## src/rtl/alu_mdu_pkg.sv

```systemverilog
// Shared definitions for the multiply/divide unit.
//   - op-code encodings (3-bit, MUL..REMU)
//   - FSM state encoding
//   - op decode helper returning the signedness / high-half / remainder flags
package alu_mdu_pkg;

   localparam logic [2:0] OP_MUL    = 3'd0;
   localparam logic [2:0] OP_MULH   = 3'd1;
   localparam logic [2:0] OP_MULHSU = 3'd2;
   localparam logic [2:0] OP_MULHU  = 3'd3;
   localparam logic [2:0] OP_DIV    = 3'd4;
   localparam logic [2:0] OP_DIVU   = 3'd5;
   localparam logic [2:0] OP_REM    = 3'd6;
   localparam logic [2:0] OP_REMU   = 3'd7;

   typedef enum logic [1:0] {
      S_IDLE = 2'd0,
      S_MUL  = 2'd1,
      S_DIV  = 2'd2,
      S_DONE = 2'd3
   } state_t;

   typedef struct packed {
      logic is_div;
      logic is_rem;
      logic is_high;
      logic s1_signed;
      logic s2_signed;
   } op_dec_t;

   function automatic op_dec_t decode_op(input logic [2:0] op);
      op_dec_t d;
      d.is_div    = op[2];
      d.is_rem    = op[2] & op[1];
      d.is_high   = !op[2] && (op != OP_MUL);
      d.s1_signed = (op == OP_MULH) || (op == OP_MULHSU) || (op == OP_DIV) || (op == OP_REM);
      d.s2_signed = (op == OP_MULH) || (op == OP_DIV) || (op == OP_REM);
      return d;
   endfunction

endpackage

```

## src/rtl/alu_mdu_if.sv

```systemverilog
// Request/response bundle of the multiply/divide unit.
//   master: drives start_i, op_i, src1_i, src2_i, flush_i; observes busy_o, res_valid_o, res_o
//   slave : the unit itself
interface alu_mdu_if #(
   parameter int XLEN     = 32,
   parameter int OP_WIDTH = 3
);
   logic                start_i;
   logic [OP_WIDTH-1:0] op_i;
   logic [XLEN-1:0]     src1_i;
   logic [XLEN-1:0]     src2_i;
   logic                flush_i;
   logic                busy_o;
   logic                res_valid_o;
   logic [XLEN-1:0]     res_o;

   modport master (
      output start_i, op_i, src1_i, src2_i, flush_i,
      input  busy_o, res_valid_o, res_o
   );

   modport slave (
      input  start_i, op_i, src1_i, src2_i, flush_i,
      output busy_o, res_valid_o, res_o
   );
endinterface

```

## src/rtl/alu_mdu_div.sv

```systemverilog
// Iterative restoring radix-2 divider over unsigned magnitudes.
//   start_i            : load dividend/divisor, begin XLEN iterations
//   abort_i            : drop the operation in flight
//   done_o             : high during the last iteration
//   quot_o / rem_o     : result of the current iteration; final while done_o is high
module alu_mdu_div #(
   parameter int XLEN = 32
) (
   input  logic            clk,
   input  logic            rst_n,
   input  logic            start_i,
   input  logic            abort_i,
   input  logic [XLEN-1:0] dividend_i,
   input  logic [XLEN-1:0] divisor_i,
   output logic            done_o,
   output logic [XLEN-1:0] quot_o,
   output logic [XLEN-1:0] rem_o
);
   localparam int CW = $clog2(XLEN + 1);

   logic [XLEN-1:0] rem_q, rem_d, quo_q, quo_d, dvs_q;
   logic [CW-1:0]   cnt_q;
   logic            active_q;
   logic [XLEN:0]   partial, diff;

   // quo_q starts as the dividend and shifts quotient bits in from the right.
   always_comb begin
      partial = {rem_q, quo_q[XLEN-1]};
      diff    = partial - {1'b0, dvs_q};
      if (diff[XLEN]) begin
         rem_d = {rem_q[XLEN-2:0], quo_q[XLEN-1]};
         quo_d = {quo_q[XLEN-2:0], 1'b0};
      end else begin
         rem_d = diff[XLEN-1:0];
         quo_d = {quo_q[XLEN-2:0], 1'b1};
      end
   end

   // Results are taken combinationally on the last iteration so the caller
   // can finish on the same edge that produces the final quotient bit.
   assign done_o = active_q && (cnt_q == CW'(1));
   assign quot_o = quo_d;
   assign rem_o  = rem_d;

   always_ff @(posedge clk or negedge rst_n) begin
      if (!rst_n) begin
         rem_q    <= '0;
         quo_q    <= '0;
         dvs_q    <= '0;
         cnt_q    <= '0;
         active_q <= 1'b0;
      end else if (start_i) begin
         rem_q    <= '0;
         quo_q    <= dividend_i;
         dvs_q    <= divisor_i;
         cnt_q    <= CW'(XLEN);
         active_q <= 1'b1;
      end else if (abort_i) begin
         active_q <= 1'b0;
      end else if (active_q) begin
         rem_q <= rem_d;
         quo_q <= quo_d;
         cnt_q <= cnt_q - CW'(1);
         if (cnt_q == CW'(1)) active_q <= 1'b0;
      end
   end
endmodule

```

## src/rtl/alu_mdu.sv

```systemverilog
// Multiply/divide unit: RV-style MUL/MULH/MULHSU/MULHU/DIV/DIVU/REM/REMU.
//   clk, rst_n : clock, async active-low reset
//   bus        : request (start_i/op_i/src1_i/src2_i/flush_i) and
//                response (busy_o/res_valid_o/res_o)
//
//   state  | meaning
//   IDLE   | waiting for start_i; accepts one op
//   MUL    | product of registered magnitudes, sign-fixed and registered
//   DIV    | divider iterating, one quotient bit per cycle
//   DONE   | res_valid_o high for one cycle, res_o holds the result
module alu_mdu
   import alu_mdu_pkg::*;
#(
   parameter int XLEN     = 32,
   parameter int OP_WIDTH = 3
) (
   input logic       clk,
   input logic       rst_n,
   alu_mdu_if.slave  bus
);
   localparam logic [XLEN-1:0] MIN_NEG = {1'b1, {(XLEN-1){1'b0}}};

   state_t            state_q, state_d;
   logic [2:0]        op_q, op_d;
   logic [XLEN-1:0]   src1_q, src1_d, src2_q, src2_d, res_q, res_d;
   logic              res_valid_q, res_valid_d;

   op_dec_t           dec_in, dec_q;
   logic              in_op_ok, in_neg1, in_neg2, neg1_q, neg2_q;
   logic [XLEN-1:0]   in_mag1, in_mag2, mag1_q, mag2_q;
   logic [2*XLEN-1:0] prod_mag, prod;

   logic              div_start, div_abort, div_done;
   logic [XLEN-1:0]   div_quot, div_rem;

   assign dec_in   = decode_op(bus.op_i[2:0]);
   assign in_op_ok = (bus.op_i >> 3) == '0;
   assign in_neg1  = dec_in.s1_signed & bus.src1_i[XLEN-1];
   assign in_neg2  = dec_in.s2_signed & bus.src2_i[XLEN-1];
   assign in_mag1  = in_neg1 ? -bus.src1_i : bus.src1_i;
   assign in_mag2  = in_neg2 ? -bus.src2_i : bus.src2_i;

   assign dec_q    = decode_op(op_q);
   assign neg1_q   = dec_q.s1_signed & src1_q[XLEN-1];
   assign neg2_q   = dec_q.s2_signed & src2_q[XLEN-1];
   assign mag1_q   = neg1_q ? -src1_q : src1_q;
   assign mag2_q   = neg2_q ? -src2_q : src2_q;
   assign prod_mag = {{XLEN{1'b0}}, mag1_q} * {{XLEN{1'b0}}, mag2_q};
   assign prod     = (neg1_q ^ neg2_q) ? -prod_mag : prod_mag;

   alu_mdu_div #(.XLEN(XLEN)) u_div (
      .clk        (clk),
      .rst_n      (rst_n),
      .start_i    (div_start),
      .abort_i    (div_abort),
      .dividend_i (in_mag1),
      .divisor_i  (in_mag2),
      .done_o     (div_done),
      .quot_o     (div_quot),
      .rem_o      (div_rem)
   );

   always_comb begin
      state_d     = state_q;
      op_d        = op_q;
      src1_d      = src1_q;
      src2_d      = src2_q;
      res_d       = res_q;
      res_valid_d = 1'b0;
      div_start   = 1'b0;
      div_abort   = 1'b0;
      case (state_q)
         S_IDLE: begin
            if (bus.start_i && !bus.flush_i) begin
               op_d   = bus.op_i[2:0];
               src1_d = bus.src1_i;
               src2_d = bus.src2_i;
               if (!in_op_ok) begin
                  state_d     = S_DONE;
                  res_valid_d = 1'b1;
                  res_d       = '0;
               end else if (!dec_in.is_div) begin
                  state_d = S_MUL;
               end else if (bus.src2_i == '0) begin
                  state_d     = S_DONE;
                  res_valid_d = 1'b1;
                  res_d       = dec_in.is_rem ? bus.src1_i : '1;
               end else if (dec_in.s1_signed && bus.src1_i == MIN_NEG && bus.src2_i == '1) begin
                  state_d     = S_DONE;
                  res_valid_d = 1'b1;
                  res_d       = dec_in.is_rem ? '0 : MIN_NEG;
               end else begin
                  state_d   = S_DIV;
                  div_start = 1'b1;
               end
            end
         end
         S_MUL: begin
            if (bus.flush_i) begin
               state_d = S_IDLE;
            end else begin
               state_d     = S_DONE;
               res_valid_d = 1'b1;
               res_d       = dec_q.is_high ? prod[2*XLEN-1:XLEN] : prod[XLEN-1:0];
            end
         end
         S_DIV: begin
            if (bus.flush_i) begin
               state_d   = S_IDLE;
               div_abort = 1'b1;
            end else if (div_done) begin
               state_d     = S_DONE;
               res_valid_d = 1'b1;
               // Remainder follows the dividend's sign; quotient is negative iff signs differ.
               if (dec_q.is_rem) res_d = neg1_q ? -div_rem : div_rem;
               else              res_d = (neg1_q ^ neg2_q) ? -div_quot : div_quot;
            end
         end
         S_DONE:  state_d = S_IDLE;
         default: state_d = S_IDLE;
      endcase
   end

   always_ff @(posedge clk or negedge rst_n) begin
      if (!rst_n) begin
         state_q     <= S_IDLE;
         op_q        <= '0;
         src1_q      <= '0;
         src2_q      <= '0;
         res_q       <= '0;
         res_valid_q <= 1'b0;
      end else begin
         state_q     <= state_d;
         op_q        <= op_d;
         src1_q      <= src1_d;
         src2_q      <= src2_d;
         res_q       <= res_d;
         res_valid_q <= res_valid_d;
      end
   end

   assign bus.busy_o      = (state_q != S_IDLE);
   assign bus.res_valid_o = res_valid_q;
   assign bus.res_o       = res_q;
endmodule

```

## src/flat_wrapper.sv

```systemverilog
// flat-port wrapper written by rule: the top's interface ports become plain ports
module alu_mdu_flat import alu_mdu_pkg::*;
#(
   parameter int XLEN     = 32,
   parameter int OP_WIDTH = 3
)
  (clk, rst_n, bus_start_i, bus_op_i, bus_src1_i, bus_src2_i, bus_flush_i, bus_busy_o, bus_res_valid_o, bus_res_o);
  alu_mdu_if #(.XLEN(XLEN), .OP_WIDTH(OP_WIDTH)) bus_i ();
  input logic clk;
  input logic rst_n;
  input wire logic [$bits(bus_i.start_i)-1:0] bus_start_i;
  input wire logic [$bits(bus_i.op_i)-1:0] bus_op_i;
  input wire logic [$bits(bus_i.src1_i)-1:0] bus_src1_i;
  input wire logic [$bits(bus_i.src2_i)-1:0] bus_src2_i;
  input wire logic [$bits(bus_i.flush_i)-1:0] bus_flush_i;
  output wire logic [$bits(bus_i.busy_o)-1:0] bus_busy_o;
  output wire logic [$bits(bus_i.res_valid_o)-1:0] bus_res_valid_o;
  output wire logic [$bits(bus_i.res_o)-1:0] bus_res_o;
  assign bus_i.start_i = bus_start_i;
  assign bus_i.op_i = bus_op_i;
  assign bus_i.src1_i = bus_src1_i;
  assign bus_i.src2_i = bus_src2_i;
  assign bus_i.flush_i = bus_flush_i;
  assign bus_busy_o = bus_i.busy_o;
  assign bus_res_valid_o = bus_i.res_valid_o;
  assign bus_res_o = bus_i.res_o;
  alu_mdu #(.XLEN(XLEN), .OP_WIDTH(OP_WIDTH)) u_core (.clk(clk), .rst_n(rst_n), .bus(bus_i));
endmodule
```

## config.mk

```make
export PLATFORM = sky130hd
export DESIGN_NAME = alu_mdu_flat
export DESIGN_NICKNAME = d
export VERILOG_FILES = /design/src/rtl/alu_mdu_pkg.sv /design/src/rtl/alu_mdu_if.sv /design/src/rtl/alu_mdu_div.sv /design/src/rtl/alu_mdu.sv /design/src/flat_wrapper.sv
export SDC_FILE = /design/constraint.sdc
export NUM_CORES = 2
export LEC_CHECK = 0
export CELL_PAD_IN_SITES_DETAIL_PLACEMENT = 1
export CELL_PAD_IN_SITES_GLOBAL_PLACEMENT = 1
export CORE_ASPECT_RATIO = 1.5
export CORE_MARGIN = 2
export CORE_UTILIZATION = 35
export CTS_BUF_LIST = sky130_fd_sc_hd__clkbuf_8 sky130_fd_sc_hd__clkbuf_16
export DETAILED_ROUTE_END_ITERATION = 7
export GPL_ROUTABILITY_DRIVEN = 0
export PLACE_DENSITY_LB_ADDON = 0.1
export SLEW_MARGIN = 20
export SYNTH_ARGS = -nofsm -noshare
export SYNTH_HDL_FRONTEND = slang
export SYNTH_SLANG_ARGS = --single-unit
```

## constraint.sdc

```tcl
create_clock -name clk -period 10.5 [get_ports clk]
set_input_delay 1.05 -clock clk [delete_from_list [all_inputs] [get_ports clk]]
set_output_delay 1.05 -clock clk [all_outputs]
set_load 0.05 [all_outputs]
```

==> out/results.tsv <==
metric	value	unit
register area	0.005130	sq mm
Detail Route Antenna Nets	0	
post-synth top area cell	fa_1	
largest cells by area after synthesis	fa_1 35%, dfrtp_1 10%, ha_1 7.5%	
Mapped Nets	7665	
Synth Area in Compound Gates	12.18	%
status	finished with violations	
Worst slew margin	12.62	%
mux cell area share after synthesis	0.8338	%
unique cell type count in the Yosys netlist	94	
WS Path Type	flop to flop	
EDFF count, synth	0	
most frequent cells in the layout	951 x inv_1, 942 x nand2_1, 853 x nor2_1	
largest net degree at the start of global routing	127	
Simple-Gate Fraction of Synth Area	19.50	%
# IOs	105	
Total Routed Length	235700	um
Synth Register Bits	205	
Warnings, synthesis	0	
initial drt markers	2219	
Critical Path AT	11.21	ns
final hold slack	0.4529	ns
Layout Nets	8396	
largest family of logic cells by synthesized area	adder cells	
Tmin final	10.70	ns
global-route wire length before repair	351100	um
mean post-synth cell area	8.057	sq um
Fmax	93.42	MHz
slowest stage delay, CP	0.65	ns
layout cell share with drive strength beyond 1	20.68	%
Post-Synthesis Cells	6388	
worst-skew pair later-pin latency	0.60	ns
ys async rst share	100.0	%
Max clock buf depth	3	
worst endpoint required time	11.01	ns
ANT cells	0	
Seq/Total Area, Yosys	9.967	%
Area Growth Syn to Fin	27.27	%
adder-cell share of the synthesized area	42.40	%
Worst Setup End Kind	flop	
Startpoint Class	flop	
PortBufs	104	
die area	0.1502	sq mm
core box area	0.1463	sq mm
half-perimeter wire length after placement	201400	um
drt drc	0	
H-tree depth	1	
RSZ-0062 raised after global routing	true	
ys flop type	dfrtp_1	
CTS tree	yes	
Hold Path Class	input pin to async pin	
Max-Cap Viols	0	
busiest grt layer	met2	
number of global-route vias before repair	54400	
antenna violations before repair	2	
Die Height	473.7	um
Final WS setup	-0.2044	ns
global-route usage over all layers	31.63	%
CTS Buf Count	23	
met1 usage	35.00	%
final count of hold timing violations	0	
top cell type's share of synthesized area	34.89	%
DRT Pass-1 Iters	6	
clk sinks	205	
Worst Path Max Fanout	7	
Fillers	17370	
Post-Layout Cell Count	9050	
met2 Usage GRT	58.71	%
Vias/cell	5.389	
Final period util	101.9	%
Inst Count DP	8920	
Die Width	317.1	um
grt ovf	0	
wire length per cell	26.05	um
multi-input combinational cell area	0.04426	sq mm
Initial Utilization	35.17	%
fin. max-slew vios	0	
met3 usage	1.868	%
cell mode on critical path	fa_1	
slew at the pin closest to its max-slew limit	1.297	ns
failing checks	negative setup slack	
root buf cell	clkbuf_16	
post-synthesis cell area	0.05147	sq mm
number of setup violations in the final report	13	
most common cell after layout, fill and taps aside	inv_1	
Reg clk slew, reported paths	0.07	ns
FP Rows	172	
xor/xnor share of the synthesized area	5.530	%
Clock Skew	0.02189	ns
worst reg2reg setup slack	-0.20	ns
Critical Path Slowest Stage Cell	fa_2	
DR vias	48770	
==> timing repair <==
action | 4_1_cts | 5_1_grt
gates cloned | 1 | 0
setup buffers | 46 | 50
hold buffers | 0 | 0
endpoints found under the setup margin | 32 | 32
pin swaps | 119 | 194
resized for setup | 280 | 288
==> flip-flops by register name (all words and copies together), names as in the netlist <==
| name | flops |
|---|---|
| u_core.u_div.dvs_q | 32 |
| u_core.u_div.quo_q | 32 |
| u_core.src1_q | 32 |
| u_core.u_div.cnt_q | 6 |
| u_core.u_div.rem_q | 32 |
| u_core.bus.res_valid_o | 1 |
| u_core.op_q | 3 |
| u_core.state_q | 2 |
| u_core.u_div.active_q | 1 |
| u_core.bus.res_o | 32 |
| u_core.src2_q | 32 |
==> metrics by stage <==
stage / area (sq um) / setup WS, ns / TNS, ns / util (%)
global route: 65510 / -0.4947 / -8.727 / 44.76
CTS: 63980 / -0.1285 / -0.3853 / 43.72
global placement: 61500 / -0.7985 / -12.13 / 42.02
floorplan: 51570 / 0.009705 / 0 / -
detailed placement: 61500 / -0.7628 / -15.45 / 42.02
finish: 65510 / -0.2044 / -1.423 / 44.76
==> cell families (layout without fill, tap and decap cells) <==
logic type | after synthesis | count (layout)
AOI/OAI and AO/OA | 957 | 957
adders and majority gates | 1206 | 1206
and+or+nand+nor | 2344 | 2344
DFF | 205 | 205
muxes | 42 | 42
buffers and inverters | 1309 | 2057
xor gates and xnor gates | 325 | 325
==> worst max-delay path, delay by kind of cell (launching register included) <==
family / cells / cell delay (ns)
xor gates and xnor gates: 2 / 0.40
AOI/OAI and AO/OA: 6 / 1.01
buffers and inverters: 10 / 1.05
adders and majority gates: 9 / 4.60
and+or+nand+nor: 15 / 3.15
DFF: 1 / 0.38
==> cell usage after synthesis, drive strengths merged (8+ instances only) <==
master / n
nor2b: 17
a211o: 11
a211oi: 58
a21boi: 11
a221oi: 24
o31ai: 41
nor2: 892
buf: 23
clkbuf: 319
o311ai: 8
xnor2: 182
o221ai: 15
or2: 15
or3: 35
ha: 309
nand3: 54
o21bai: 13
o21ai: 238
nand2: 960
fa: 897
dfrtp: 205
and3: 24
or4: 28
a31oi: 61
inv: 966
a221o: 9
a21oi: 231
o2111ai: 9
o21a: 37
nand2b: 33
mux2i: 35
nor3b: 9
and4: 17
nand4: 57
and2: 44
nor3: 88
o41ai: 21
a311oi: 12
xor2: 143
nor4: 46
a21o: 48
o211ai: 33
==> worst paths after layout <==
check,from,endpoint,cells after the start
setup reg to reg,u_core.src2_q[6]$_DFFE_PN0P_,u_core.bus.res_o[21]$_DFFE_PN0P_,42
hold reg to reg,u_core.u_div.dvs_q[3]$_DFFE_PN0P_,u_core.u_div.dvs_q[3]$_DFFE_PN0P_,2
setup / recovery,u_core.src2_q[6]$_DFFE_PN0P_,u_core.bus.res_o[21]$_DFFE_PN0P_,42
min in group clk,u_core.u_div.dvs_q[3]$_DFFE_PN0P_,u_core.u_div.dvs_q[3]$_DFFE_PN0P_,2
hold / removal,rst_n,u_core.u_div.dvs_q[10]$_DFFE_PN0P_,1
max in group asynchronous,rst_n,u_core.src1_q[10]$_DFFE_PN0P_,2
==> layer usage <==
layer,vias to the layer above,wire length [um]
li1,21780,-
met1,25350,86930
met2,1085,124500
met3,549,6108
met4,2,18150
met5,-,17
==> layout make-up <==
type | count | share of cell area [%]
multi-input cells | 4874 | 67.56
well taps | 1914 | 3.656
flip-flops and latches | 205 | 7.831
inverters | 967 | 5.545
clock inverters | 18 | 0.3266
repair buffers | 1048 | 14.18
clock buffers | 24 | 0.8996
Power is left out: the tool's default activity adds up to more than one toggle a clock period on the data nets, which glitch-free logic cannot reach.
